[src/rtl/int_to_digits.sv]
// Binary-to-BCD converter: one decimal digit per cycle via repeated division by ten.
// Includes the single combinational div10 stage used by the converter.

`ifndef INT_BITS
`define INT_BITS 32
`endif

module div10 #(
    parameter int unsigned W = 32
) (
    input  logic [W-1:0] dividend_i,
    output logic [W-1:0] quotient_o,
    output logic [3:0]   remainder_o
);

    assign quotient_o  = dividend_i / W'(10);
    assign remainder_o = 4'(dividend_i % W'(10));

endmodule

module int_to_digits #(
    parameter int unsigned DIGITS = 10
) (
    input  logic                           clk,
    input  logic                           rst,
    input  logic                           in_valid,
    output logic                           in_ready,
    input  logic [`INT_BITS-1:0]           in_value,
    output logic                           out_valid,
    input  logic                           out_ready,
    output logic [4*DIGITS-1:0]            digits,
    output logic [DIGITS-1:0]              digit_en,
    output logic [$clog2(DIGITS+1)-1:0]    ndigits,
    output logic                           overflow
);

    localparam int unsigned IntBits = `INT_BITS;
    localparam int unsigned CntW    = $clog2(DIGITS + 1);

    typedef enum logic [1:0] {StIdle, StConv, StDone} state_e;

    state_e               state_q, state_d;
    logic [IntBits-1:0]   work_q, work_d;
    logic [CntW-1:0]      index_q, index_d;
    logic [4*DIGITS-1:0]  digits_q, digits_d;
    logic [DIGITS-1:0]    digit_en_q, digit_en_d;
    logic [CntW-1:0]      ndigits_q, ndigits_d;
    logic                 overflow_q, overflow_d;

    logic [IntBits-1:0]   quot;
    logic [3:0]           rem;

    div10 #(
        .W (IntBits)
    ) u_div10 (
        .dividend_i  (work_q),
        .quotient_o  (quot),
        .remainder_o (rem)
    );

    always_comb begin
        state_d    = state_q;
        work_d     = work_q;
        index_d    = index_q;
        digits_d   = digits_q;
        digit_en_d = digit_en_q;
        ndigits_d  = ndigits_q;
        overflow_d = overflow_q;
        unique case (state_q)
            StIdle: begin
                if (in_valid) begin
                    work_d     = in_value;
                    index_d    = '0;
                    digits_d   = '0;
                    digit_en_d = '0;
                    ndigits_d  = '0;
                    overflow_d = 1'b0;
                    state_d    = StConv;
                end
            end
            StConv: begin
                for (int k = 0; k < int'(DIGITS); k++) begin
                    if (index_q == CntW'(k)) begin
                        digits_d[4*k +: 4] = rem;
                        digit_en_d[k]      = 1'b1;
                    end
                end
                work_d    = quot;
                index_d   = index_q + CntW'(1);
                ndigits_d = index_q + CntW'(1);
                // A non-zero quotient can only survive to here on the last slot.
                if (quot == '0 || index_q == CntW'(DIGITS - 1)) begin
                    overflow_d = (quot != '0);
                    state_d    = StDone;
                end
            end
            StDone: begin
                if (out_ready) begin
                    state_d = StIdle;
                end
            end
            default: state_d = StIdle;
        endcase
    end

    always_ff @(posedge clk or posedge rst) begin
        if (rst) begin
            state_q    <= StIdle;
            work_q     <= '0;
            index_q    <= '0;
            digits_q   <= '0;
            digit_en_q <= '0;
            ndigits_q  <= '0;
            overflow_q <= 1'b0;
        end else begin
            state_q    <= state_d;
            work_q     <= work_d;
            index_q    <= index_d;
            digits_q   <= digits_d;
            digit_en_q <= digit_en_d;
            ndigits_q  <= ndigits_d;
            overflow_q <= overflow_d;
        end
    end

    assign in_ready  = (state_q == StIdle);
    assign out_valid = (state_q == StDone);
    assign digits    = digits_q;
    assign digit_en  = digit_en_q;
    assign ndigits   = ndigits_q;
    assign overflow  = overflow_q;

endmodule
[config.mk]
export PLATFORM = sky130hd
export DESIGN_NAME = int_to_digits
export DESIGN_NICKNAME = d
export VERILOG_FILES = /design/src/rtl/int_to_digits.sv
export SDC_FILE = /design/constraint.sdc
export NUM_CORES = 1
export LEC_CHECK = 0
export CAP_MARGIN = 20
export CORE_MARGIN = 1.5
export CORE_UTILIZATION = 30
export CTS_CLUSTER_DIAMETER = 150
export DETAILED_ROUTE_END_ITERATION = 10
export GPL_TIMING_DRIVEN = 0
export PLACE_DENSITY = 0.59
export REMOVE_ABC_BUFFERS = 1
export SYNTH_ARGS = -nofsm -noshare
export SYNTH_HDL_FRONTEND = slang
export SYNTH_SLANG_ARGS = --single-unit
[constraint.sdc]
create_clock -name clk -period 25.5 [get_ports clk]
set_clock_uncertainty 0.05 [all_clocks]
set_input_delay 5.1 -clock clk [delete_from_list [all_inputs] [get_ports clk]]
set_output_delay 5.1 -clock clk [all_outputs]
set_load 0.05 [all_outputs]
==> key figures <==
Die
  • Ports: 93
  • Core area: around 32000 um2
  • Full die area: around 34000 um2
  • Initial Util: ~31%
  • DIE HEIGHT: between 150 and 200 um
  • Chip width: roughly 180 um
  • FP Rows: 65

Timing
  • Setup TNS: 0 ns
  • Least-Margin Pin Slew: 1.08 ns
  • Fin. Hold Viols: 0
  • Slew Viols, Final: 0
  • Achievable Freq: 66.4 MHz
  • Setup violators final: 0
  • Fin crit period: 15.07 ns
  • Slew headroom: ~28%
  • Final worst path period share: 59.1%
  • Unrepaired setup endpoints after global routing: false

Routing
  • DR pass1 iterations: 6
  • Vias/cell: 6.11
  • Post-route ant nets: 0
  • Wire per inst: around 19 um
  • DR DRC count: 0
  • Vias post-DR: 10.3k
  • Number of DRC markers in iteration 0: 1405
  • Routed wire length: roughly 32000 um

Synth
  • Synth top area share: a little under a quarter
  • Unique cell type count in the Yosys netlist: 119
  • Number of flops mapped to enable cells by yosys: 0
  • Top_reg_cell synth: dfrtp_1
  • Async set-reset flop share out of synthesis: between 90% and 100%
  • Yosys top cell by area: dfrtp_1
  • Syn Inst Count: around 1.2k
  • Synthesized area per cell: about 7.9 um2
  • FF+latch count, synth: 89
  • Synth top cells by count: nand2_1, nor2_1, dfrtp_1
  • Count leader, synth: nand2_1
  • Ys Warns: 0
  • Synth top area cells: dfrtp_1, nand2_1, a21oi_1
  • Synth Cell Area: 9790 um2
  • Sequential fraction of the synthesis area: between 20% and 30%

Outcome
  • Status: complete, no violations

CTS
  • Clk_lat worst skew: between 0.3 and 0.4 ns
  • CTS Buf Count: 9
  • CTS max path bufs: 2
  • CTS tree: yes
  • Clock transition at path regs: 0.07 ns
  • Setup Buffers After CTS: 0
  • # resized after CTS: 0
  • H-tree lvl count: 3
  • Sink Count: 89
  • Root Driver: clkbuf_16
  • Post-CTS Hold Fix Bufs: 0

Placement
  • RD Place Congestion: between 0.8 and 0.9
  • Port Buffers: 92
  • DPL Wire Length: 22000 um
  • Inst Count DP: 1661

Layout
  • Synth-to-Final Area Change: 14.4%
  • Non-filler cells, final: around 1.7k
  • Share of layout cells above drive strength 1: a little under a tenth
  • Fill cells: about 3.3k
  • Nets: roughly 1.3k

Hold path
  • Hold Path Class: reg -> reg
  • WHS Path Cells: 2

Worst setup path
  • Critical Path RT: 25.73 ns
  • Startpoint Class: flop
  • Crit-path leading delay family: compound AO/OA/AOI/OAI gates
  • Worst EP arrival: approximately 15 ns
  • CP endpoint kind: flop
  • Reg2Reg Depth: 36
  • Slowest cell on the critical path: dfrtp_1
  • Critical path class: reg -> reg
  • Critical path buffers and inverters: 0
  • Critical Path Stages: 36
  • Crit path largest cell delay: 0.90 ns
  • Crit Path Max Fanout: 28

Run
  • Max cap viols: 0

Global routing
  • Total gr overflow: 0
  • Initial antenna violation count: 2
  • M3 GR Usage: around 5%
  • Routing usage on met2: between 20% and 30%
  • Largest net degree at the start of global routing: between 70 and 80
  • GR peak layer: met2
  • GR Util All Layers: 18.3%
  • Vias in the first global route: roughly 9.4k
  • Met1 Use GR: between 20% and 30%
  • First-pass GRT wire length: 50900 um
## sequential cells by signal, summed over array words and instances (netlist names)
register,cells
digits,40
work_q,32
digit_en,10
ndigits,4
state_q,2
overflow,1
## layer usage
| layer | wire [um] | part of all wire [%] |
|---|---|---|
| met1 | 14300 | 45 |
| met2 | 14000 | 44 |
| met3 | 2700 | 8.5 |
| met4 | 782 | 2.5 |
| met5 | 0 | 0 |
## path summary, 6_finish.rpt
check	from	slack (ns)	to
setup / recovery	work_q[30]	10.43	state_q[1]
hold / removal	digit_en[0]	0.43	digit_en[0]
setup reg to reg	work_q[30]	10.43	state_q[1]
hold reg to reg	digit_en[0]	0.43	digit_en[0]
max in group asynchronous	rst	19.70	digits[23]
min in group asynchronous	rst	5.07	work_q[23]
## cell type report
| cell class | count | area (um2) | share of cell area (%) |
|---|---|---|---|
| Antenna cell | 2 | 5.00 | 0.0447 |
| Clock buffer | 10 | 239 | 2.13 |
| Clock inverter | 6 | 101 | 0.904 |
| Inverter | 42 | 160 | 1.43 |
| Multi-Input combinational cell | 998 | 6860 | 61.2 |
| Sequential cell | 89 | 2230 | 19.9 |
| Tap cell | 435 | 544 | 4.86 |
| Timing Repair Buffer | 99 | 1070 | 9.58 |
## worst reg2reg max path: cells and delay by family (launching register included)
kind,cells,cell delay (ns)
adders and majority gates,1,0.47
and+or+nand+nor,5,1.78
muxes,2,0.73
AOI/OAI and AO/OA,27,10.77
DFF,1,0.90
xor gates and xnor gates,1,0.30
## logic make-up after synthesis
kind of cell             Yosys count  synth area share, %
multiplexers                      39                 4.48
flip-flops                        89                 22.7
XOR/XNOR                          18                 1.92
AND/OR/NAND/NOR                  425                 22.1
AO/OA/AOI/OAI                    509                 40.6
buffers and inverters            160                 7.32
adder cells (fa/ha/maj)            7                0.818
## stage by stage
stage          setup slack [ns]  area (um2)  hold WS [ns]  util (%)
2_1_floorplan             13.48        9230         0.422         -
3_3_place_gp              10.84       10700         0.410      33.6
3_5_place_dp              10.76       10800         0.413      34.0
4_1_cts                   10.70       11200         0.433      35.0
5_1_grt                    9.28       11200         0.454      35.1
6_report                  10.43       11200         0.431      35.1
## cells in the final DEF, fill, tap and decap left out, drive strengths merged, types with 13 or more instances in the layout
cell type / count
a2111oi: 13
a211oi: 25
a21o: 21
a21oi: 85
a221oi: 14
a31oi: 15
and3: 15
clkdlybuf4s50: 92
dfrtp: 89
inv: 36
mux2: 20
mux2i: 18
nand2: 114
nand3: 31
nand4: 15
nor2: 104
nor3: 42
nor4: 17
o211ai: 21
o21ai: 77
o22a: 36
o22ai: 35
xnor2: 14
Power is left out: the tool's default activity adds up to more than one toggle a clock period on the data nets, which glitch-free logic cannot reach.
==> RTL edit (same flow settings) <==
The macro `INT_BITS` goes from 32 to 24.
--- a/src/rtl/int_to_digits.sv
+++ b/src/rtl/int_to_digits.sv
@@ -4,3 +4,3 @@
 `ifndef INT_BITS
-`define INT_BITS 32
+`define INT_BITS 24
 `endif
Interface: changed (resized in_value); port bits go from 93 to 85. No check against the original RTL was run, so the function may have changed too.
==> RTL edit against the unedited design <==
  * Critical path depth shrank 8
  * Cell area shrank 26%
  * Sequential cell count shrank 8
  * Setup slack better by 5.1 ns
  * Utilization rose by 1.6 points
  * Wire length down 31%
  * Synthesized area shrank 29%
  * Critical endpoint is now digits[27]
  * Highest routed layer is now met5
Power is left out: the tool's default activity adds up to more than one toggle a clock period on the data nets, which glitch-free logic cannot reach.
==> RTL edit: results (changes against the unedited design) <==
Crit Path Max Fanout: 20 (-29%)
TritonRoute pass-1 iters: 6 (unchanged)
CP max-delay cell: a222oi_1
Setup bufs post-CTS: 0 (unchanged)
Deepest clock path buffer count: 2 (unchanged)
Gpl congestion: 0.874 (-2.0%)
Vias per cell: 5.94 (-2.9%)
Commonest cells post-synth: nand2_1, dfrtp_1, a21oi_1, nor2_1, o21ai_0
PortBufs: 84 (-8.7%)
Fraction of layout cells with a size suffix above 1: 8.80% (-0.60 points)
WL/cell: 18.3 µm (-3.4%)
Vias in the first global route: 6,598 (-30%)
Worst path max stage delay: 1.00 ns (+0.10 ns)
Ys flop type: dfrtp_1
Flip-flop count of the largest register after layout: 40 (unchanged)
Nets: 949 (-26%)
Register area share after synthesis: 29.0% (+6.3 points)
Worst path top cell family by delay: compound AO/OA/AOI/OAI gates
Synth area leaders: dfrtp_1, a21oi_1, nand2_1
Initial DRC Count: 838 (-40%)
Root buffer cell: clkbuf_16
Slew headroom: 23.6% (-4.2 points)
Pin count of the biggest net entering global routing: 48 (-32%)
CTS resizes: 0 (unchanged)
Synth Warn #: 0 (unchanged)
Hold Crit Class: reg -> reg
Initial antenna violation count: 3 (+1)
Worst skew pair latency: 0.33 ns
Detailed placement HPWL: 15.9 mm (-28%)
TritonCTS buffer count: 9 (unchanged)
FILL cells: 2,364 (-29%)
Synth async-reset ratio: 100% (unchanged)
All-Layer GR Usage: 18.2% (-0.18 points)
Htree depth: 3 (unchanged)
Crit path DAT: 10.10 ns (-5.20 ns)
First-pass GRT wire length: 35.8 mm (-30%)
Status: finished, final reports clean
Netlist cell types: 105 (-12%)
Reg clk slew, reported paths: 0.06 ns
-- RTL edit: logic make-up (layout without fill, tap and decap cells) --
kind of cell / count (synthesis) / after routing / share of synthesized area [%]
AO/OA/AOI/OAI: 330 / 330 / 34.8
XOR/XNOR: 21 / 21 / 2.85
adder cells (fa/ha/maj): 7 / 7 / 1.20
buffers and inverters: 98 / 137 / 5.95
flip-flops: 81 / 81 / 29.0
multiplexers: 8 / 8 / 1.27
other: 0 / 1 / 0
AND/OR/NAND/NOR: 336 / 336 / 24.9
-- RTL edit: final timing paths --
check,start,to,slack [ns],cells past startpoint
setup reg to reg,work_q[22],digits[27],15.55,28
max in group asynchronous,rst,work_q[13],19.73,3
min in group asynchronous,rst,digits[0],5.10,2
setup / recovery,work_q[22],digits[27],15.55,28
hold reg to reg,digits[37],digits[37],0.43,2
hold / removal,digits[37],digits[37],0.43,2
-- RTL edit: layer usage --
metal	routed length (µm)	global-route usage [%]	part of all wire, %	vias up
met3	2290	6.77	10	31
met1	9830	24.6	45	3429
met4	395	4.67	1.8	2
li1	-	-	-	3432
met2	9480	27.1	43	264
met5	17	0	0.077	-
-- RTL edit: final cells by class --
type	instances	area [µm²]	share of cell area, %
diodes	1	2.50	0.0300
clock buffers	10	239	2.87
clock inverters	5	104	1.25
inverters	30	115	1.38
multi-input cells	702	4540	54.4
flip-flops and latches	81	2030	24.3
well taps	285	357	4.28
repair buffers	92	956	11.5
-- RTL edit: worst min-delay path, delay by kind of cell (launching register included) --
| family | cells | cell delay, ns |
|---|---|---|
| flip-flops | 1 | 0.34 |
| AND/OR/NAND/NOR | 1 | 0.05 |
| AO/OA/AOI/OAI | 1 | 0.05 |
-- RTL edit: through the flow --
stage	hold WS (ns)	util [%]	instance area [µm²]	std cells	setup WS, ns
floorplan	0.434	-	6680	813	17.37
global placement	0.411	34.7	7870	1182	14.94
detailed placement	0.416	35.2	7990	1190	15.79
CTS	0.430	36.7	8340	1205	15.74
global route	0.450	36.7	8340	1205	14.95
finish	0.427	36.7	8340	1206	15.55
